## src/rtl/dmem_bridge.sv

```systemverilog
// dmem_bridge: memory-stage load/store to ready/valid SRAM bus bridge with byte strobes and load extension.
// Optional macro DMEM_BRIDGE_TIMEOUT_EN adds a bus wait timeout that aborts with bus_err_m.
module dmem_bridge #(
    parameter int TIMEOUT_CYCLES = 255
) (
    input  logic        clk,
    input  logic        rst,
    input  logic        req_valid,
    input  logic        req_write,
    input  logic [2:0]  req_funct3,
    input  logic [31:0] req_addr,
    input  logic [31:0] req_wdata,
    output logic        stall_m,
    output logic [31:0] rdata_m,
    output logic        misalign_m,
    output logic        bus_err_m,
    output logic        bus_valid,
    output logic        bus_write,
    output logic [31:0] bus_addr,
    output logic [31:0] bus_wdata,
    output logic [3:0]  bus_wstrb,
    input  logic        bus_ready,
    input  logic [31:0] bus_rdata
);
    typedef enum logic [1:0] {IDLE, BUS, DONE} state_t;
    state_t      state;
    logic [2:0]  f3;
    logic [1:0]  off;
    logic [31:0] rdata;
    logic        mis;
    logic        expire;
    logic [3:0]  strb_n;
    logic [31:0] wdata_n;
    logic [31:0] sh;
    logic [31:0] ext;
    logic [1:0]  sz;
    // funct3[1:0] gives the access size; undefined codes fall into the word case
    assign sz = req_funct3[1:0];
    assign mis = sz == 2'b00 ? 1'b0 : sz == 2'b01 ? req_addr[0] : |req_addr[1:0];
    assign strb_n = sz == 2'b00 ? 4'b0001 << req_addr[1:0] : sz == 2'b01 ? (req_addr[1] ? 4'b1100 : 4'b0011) : 4'b1111;
    assign wdata_n = sz == 2'b00 ? {4{req_wdata[7:0]}} : sz == 2'b01 ? {2{req_wdata[15:0]}} : req_wdata;
    assign sh = bus_rdata >> {off, 3'b000};
    assign ext = f3[1:0] == 2'b00 ? {{24{!f3[2] & sh[7]}}, sh[7:0]} :
                 f3[1:0] == 2'b01 ? {{16{!f3[2] & sh[15]}}, sh[15:0]} : bus_rdata;
    assign stall_m = !rst && (state == BUS || (state == IDLE && req_valid && !mis));
    assign misalign_m = state == IDLE && req_valid && mis;
    assign rdata_m = state == DONE ? rdata : 32'd0;
`ifdef DMEM_BRIDGE_TIMEOUT_EN
    logic [15:0] cnt;
    assign expire = state == BUS && !bus_ready && cnt == 16'(TIMEOUT_CYCLES - 1);
    // wait counter restarts on every BUS entry; error flag lasts only the DONE cycle
    always_ff @(posedge clk or posedge rst) begin
        if (rst) begin
            cnt       <= '0;
            bus_err_m <= 1'b0;
        end else begin
            cnt       <= state == BUS ? cnt + 16'd1 : 16'd0;
            bus_err_m <= expire;
        end
    end
`else
    localparam int unused_timeout = TIMEOUT_CYCLES;
    assign expire = 1'b0;
    assign bus_err_m = 1'b0;
`endif
    // request FSM: latch bus fields in IDLE, hold them through BUS, capture load data on completion
    always_ff @(posedge clk or posedge rst) begin
        if (rst) begin
            state     <= IDLE;
            bus_valid <= 1'b0;
            bus_write <= 1'b0;
            bus_addr  <= '0;
            bus_wdata <= '0;
            bus_wstrb <= '0;
            rdata     <= '0;
            f3        <= '0;
            off       <= '0;
        end else begin
            case (state)
                IDLE: if (req_valid && !mis) begin
                    state     <= BUS;
                    bus_valid <= 1'b1;
                    bus_write <= req_write;
                    bus_addr  <= {req_addr[31:2], 2'b00};
                    bus_wdata <= wdata_n;
                    bus_wstrb <= req_write ? strb_n : 4'b0000;
                    f3        <= req_funct3;
                    off       <= req_addr[1:0];
                end
                BUS: if (bus_ready || expire) begin
                    state     <= DONE;
                    bus_valid <= 1'b0;
                    rdata     <= (bus_write || !bus_ready) ? 32'd0 : ext;
                end
                default: state <= IDLE;
            endcase
        end
    end
endmodule

```

## config.mk

```make
export PLATFORM = sky130hd
export DESIGN_NAME = dmem_bridge
export DESIGN_NICKNAME = d
export VERILOG_FILES = /design/src/rtl/dmem_bridge.sv
export SDC_FILE = /design/constraint.sdc
export NUM_CORES = 1
export LEC_CHECK = 0
export BUFFER_PORTS_ARGS = -buffer_cell sky130_fd_sc_hd__buf_2
export CORE_MARGIN = 10
export CORE_UTILIZATION = 52
export CTS_CLUSTER_DIAMETER = 50
export DETAILED_ROUTE_END_ITERATION = 8
export GPL_TIMING_DRIVEN = 1
export PLACE_DENSITY = 0.85
export SYNTH_ARGS = -nofsm -noshare
export SYNTH_HDL_FRONTEND = slang
export SYNTH_SLANG_ARGS = --single-unit
```

## constraint.sdc

```tcl
create_clock -name clk -period 7.3 [get_ports clk]
set_clock_uncertainty 0.15 [all_clocks]
set_input_delay 0.73 -clock clk [delete_from_list [all_inputs] [get_ports clk]]
set_output_delay 0.73 -clock clk [all_outputs]
set_load 0.005 [all_outputs]
```

; ---- Word level (Yosys, flattened, before mapping)
; Index checks and enable logic that the tools add are counted.
; W data, S select, Z words.
[word_totals]
regBits = 107
inputBits = 104
output_inout_bits = 105
[op_classes]
n_eq_ne = 6
shifts = 2
mux = 18
bitwise_logic = 2
n_reduce_logical = 20
[op_table]
columns = op, n
row1 = $mux W32, 6
row2 = $shr A32 B5 Y16, 1
row3 = $mux W4, 4
row4 = $eq A2 B1 Y1 const B, 3
row5 = $logic_not A2 Y1, 3
row6 = $reduce_and A2 Y1, 3
row7 = $logic_and A1 B1 Y1, 5
row8 = $logic_not A1 Y1, 4
row9 = $mux W1, 4
row10 = $mux W2, 2
row11 = $pmux W2 S2, 1
row12 = $shl A1 B2 Y4 const A, 1
row13 = $reduce_and A3 Y1, 1
row14 = $and A1 B1 Y1, 2
row15 = $eq A2 B2 Y1 const B, 1
row16 = $logic_or A1 B1 Y1, 2
row17 = $ne A2 B1 Y1 const B, 1
row18 = $ne A2 B2 Y1 const B, 1
row19 = $pmux W1 S2, 1
row20 = $reduce_bool A2 Y1, 1
row21 = $reduce_or A2 Y1, 1

; ---- Logic depth before layout (Yosys ltp)
[depth]
depth_word = 7
depth_mapped = 7
ltp_nobuf = 4

; ---- Worst setup path after synthesis
; OpenSTA, ideal clock, no wires.
[synth_timing]
path_kind = input to output
start = input req_funct3[1]
end = output stall_m
t_arrival_ps = 1759
required_time_ps = 6420
path_slack_ps = 4661
stages = 6
path_cell_list = buf_2 nor2_4 o211ai_4 buf_6 clkbuf_1 a21oi_1
[synth_between]
elab_chain_len = 7
word_cells_on_any_way = 8
classes_between = 1 x eq/ne / 2 x mux / 5 x reduce/logical
[synth_lines]
columns = element, line_no
row1 = start: declaration, 10  ; input logic [2:0] req_funct3,
row2 = $eq A2 B1 Y1, 39  ; assign mis = sz == 2'b00 ? 1'b0 : sz == 2'b01 ? req_addr[0] : |req_addr[1:0];
row3 = $mux W1, 39
row4 = $mux W1 (*), 39
row5 = $logic_not A1 Y1 (*), 45  ; assign stall_m = !rst && (state == BUS || (state == IDLE && req_valid && !mis));
row6 = $logic_and A1 B1 Y1 (*), 45
row7 = $logic_or A1 B1 Y1 (*), 45
row8 = $logic_and A1 B1 Y1 (*), 45
row9 = end: declaration, 13  ; output logic stall_m,
; Every way passes the cells marked *; elsewhere a longest branch is shown, timed or not.

; ---- Worst setup path after layout
; Ends and elaborated chain as after synthesis.

==> metrics.md <==
| Metric | Value |
|---|---|
| Run status | finished, final reports clean |
| Syn Std Cell Area | 0.00514 mm² |
| # diodes | 0 |
| Leak | 3.28 nW |
| R2R Setup Slk | 4.85 ns |
| Ys Warns | 0 |
| Register bit total from synthesis | 107 |
| CTS resizes | 0 |
| Worst hold path class | primary input to asynchronous set/reset pin |
| Max-slew violations | 0 |
| Slew at the pin with the worst max-slew slack | 0.985 ns |
| Leading cell types in the layout, fill and taps excluded | buf_2 (205), dfrtp_1 (107), o21ai_0 (51) |
| Initial antenna violation count | 0 |
| Worst path arrival time | 1.99 ns |
| Total wire length | 14.9 mm |
| IO buf count | 205 |
| Worst-Skew Late Latency | 0.37 ns |
| Most common cell after layout, fill and taps aside | buf_2 |
| Area Growth Syn to Fin | 24.3% |
| Rel. slew slack | 34.3% |
| Nets | 758 |
| Total GRT Usage | 20.3% |
| R2r startpoint | off[1] |
| Final HPWL DP | 11.2 mm |
| CTS max path bufs | 2 |
| Minimum clock period after layout | 2.87 ns |
| R2r worst-path depth | 4 |
| DRT antenna net count | 0 |
| Clk pin slew, worst setup/hold paths | 0.11 ns |
| Critical path's largest stage delay | 0.41 ns |
| Final setup violation count | 0 |
| Worst setup EP type | output port |
| TNS Setup | 0 ns |
| Power Dens Cells | 297 mW/mm² |
| Initial Util | 53.0% |
| Unique masters post-synth | 39 |
| CP required | 6.42 ns |
| Max cap viols | 0 |
| Initial drt markers | 295 |
| Via count | 4,302 |
| CP Cell Sequence | buf_2, nor2_4, o211ai_4, a21oi_1, buf_2 |
| Die area | 0.0143 mm² |
| Pwr Total | 1.89 mW |
| Worst Setup Start Kind | primary input |
| Die W | 119 µm |
| CTS Hold Bufs | 0 |
| DR vias/cell | 5.43 |
| Critical path type | primary input to output port |
| CTS tree | built |
| Max Freq | 349 MHz |
| Ratio of cells with drive above 1 in the final layout | 43.6% |
| Max VDD drop | 0.000203 V |
| Htree depth | 3 |
| RR Endpoint | rdata[31] |
| GP Congestion | 0.855 |
| First-pass GRT wire length | 23.6 mm |
| Cell mode on critical path | buf_2 |
| CTS Sinks | 107 |
| I/O pins | 209 |
| Met2 WL | 7.21 mm |
| Drt drc | 0 |
| TritonRoute pass-1 iters | 4 |
| WL/cell | 18.8 µm |
| Root Buffer | clkbuf_8 |
| Mapped Cells | 467 |
| Wl on met1 | 5.84 mm |
| Core footprint | 0.00968 mm² |
| Ratio of final minimum period to clock period | 39.3% |
| Largest net degree at the start of global routing | 104 |
| Crit-path max FO | 31 |
| Top Layer Used | met4 |
| Number of global-route vias before repair | 4,647 |
| Met3 WL | 1.53 mm |
| Rows | 36 |
| Final hold violation count | 0 |
| Seq/Total Area, Yosys | 52.1% |
| Die H | 119 µm |
| Crit-path slowest cell | nor2_4 |
| Cts bufs inserted | 9 |
| Average instance area after synthesis | 11.0 µm² |
| Global route total overflow | 0 |
| Post-CTS setup buffers | 0 |
| RSZ-0062 raised after global routing | false |
-- stage by stage --
step	util, %	instance area (µm²)	std cells	setup slack, ns	hold slack (ns)
finish	66.0	6390	792	4.43	0.193
global route	66.0	6390	792	4.30	0.198
floorplan	-	5140	469	3.60	0.292
global placement	64.0	6190	776	4.17	0.308
detailed placement	64.0	6190	776	4.07	0.312
CTS	66.0	6390	792	4.43	0.188
-- cell type report --
cell class              count  area [µm²]
fillers                   765        3300
flip-flops and latches    107        2680
multi-input cells         319        2260
repair buffers            210        1060
well taps                 133         166
clock buffers              10         138
clock inverters             6        56.3
inverters                   7        28.8
-- per-layer routing --
metal  vias up  track usage, %
li1       2023               -
met3        22            8.50
met1      2074            23.2
met2       183            32.9
met5         -               0
met4         0            8.82
-- cells in the mapped netlist --
| cell | n | area [µm²] |
|---|---|---|
| a21boi_0 | 1 | 7.51 |
| a21oi_1 | 17 | 85.1 |
| a221o_1 | 6 | 60.1 |
| a221o_2 | 10 | 113 |
| a221oi_1 | 6 | 52.6 |
| a222oi_1 | 1 | 10.0 |
| a22o_1 | 6 | 52.6 |
| a22oi_1 | 6 | 45.0 |
| a31oi_4 | 1 | 21.3 |
| and2_1 | 39 | 244 |
| buf_2 | 10 | 50.1 |
| buf_4 | 3 | 22.5 |
| buf_6 | 4 | 45.0 |
| clkbuf_1 | 19 | 71.3 |
| conb_1 | 1 | 3.75 |
| dfrtp_1 | 107 | 2680 |
| inv_1 | 7 | 26.3 |
| mux2_2 | 44 | 495 |
| mux2i_1 | 32 | 320 |
| nand2_1 | 42 | 158 |
| nand2b_1 | 1 | 6.26 |
| nand3_1 | 8 | 40.0 |
| nand3b_1 | 2 | 15.0 |
| nand4b_1 | 1 | 8.76 |
| nor2_1 | 20 | 75.1 |
| nor2_4 | 1 | 11.3 |
| nor2b_1 | 9 | 56.3 |
| nor3_1 | 2 | 10.0 |
| nor4b_2 | 1 | 15.0 |
| nor4bb_1 | 1 | 10.0 |
| o211ai_1 | 1 | 7.51 |
| o211ai_4 | 1 | 21.3 |
| o21ai_0 | 51 | 255 |
| o21bai_1 | 1 | 7.51 |
| o2bb2ai_1 | 1 | 8.76 |
| or2_2 | 1 | 6.26 |
| or3_1 | 1 | 6.26 |
| or4_1 | 1 | 7.51 |
| xor2_1 | 1 | 8.76 |
-- worst max path at each step --
stage,start,endpoint,slack (ns),depth (start not counted)
after detailed placement,req_funct3[1],bus_addr[10],4.07,5
after CTS,req_funct3[1],stall_m,4.43,5
after global routing,req_funct3[1],bus_addr[31],4.30,5
after floorplan,rst,bus_addr[10],3.60,1
final,req_funct3[1],stall_m,4.43,5
after global placement,req_funct3[1],bus_addr[31],4.17,5
-- state kept, by name (all words and copies together), names as in the netlist --
register,cells
bus_write,1
state,2
bus_wdata,32
rdata,32
bus_wstrb,4
off,2
bus_valid,1
bus_addr,30
f3,3
-- cells by family (layout without fill, tap and decap cells) --
logic type,count (synthesis),count (layout),share of synthesized area [%]
simple gates,130,130,13.0
compound gates,109,109,14.5
flops,107,107,52.1
mux,76,76,15.9
buf+inv,43,233,4.19
other cells,1,3,0.0730
xor+xnor,1,1,0.171
-- where the power goes --
| part | switching [mW] | total, mW | leakage, nW | internal (mW) |
|---|---|---|---|---|
| logic | 0.280 | 0.597 | 1.85 | 0.317 |
| clock network | 0.218 | 0.360 | 0.0973 | 0.142 |
| registers | 0.136 | 0.937 | 1.33 | 0.801 |
-- worst max-delay path, delay by kind of cell --
family | cells | cell delay [ns]
buffers and inverters | 2 | 0.48
AND/OR/NAND/NOR | 1 | 0.41
AO/OA/AOI/OAI | 2 | 0.35
No activity file was read; power rests on OpenSTA's default activity.
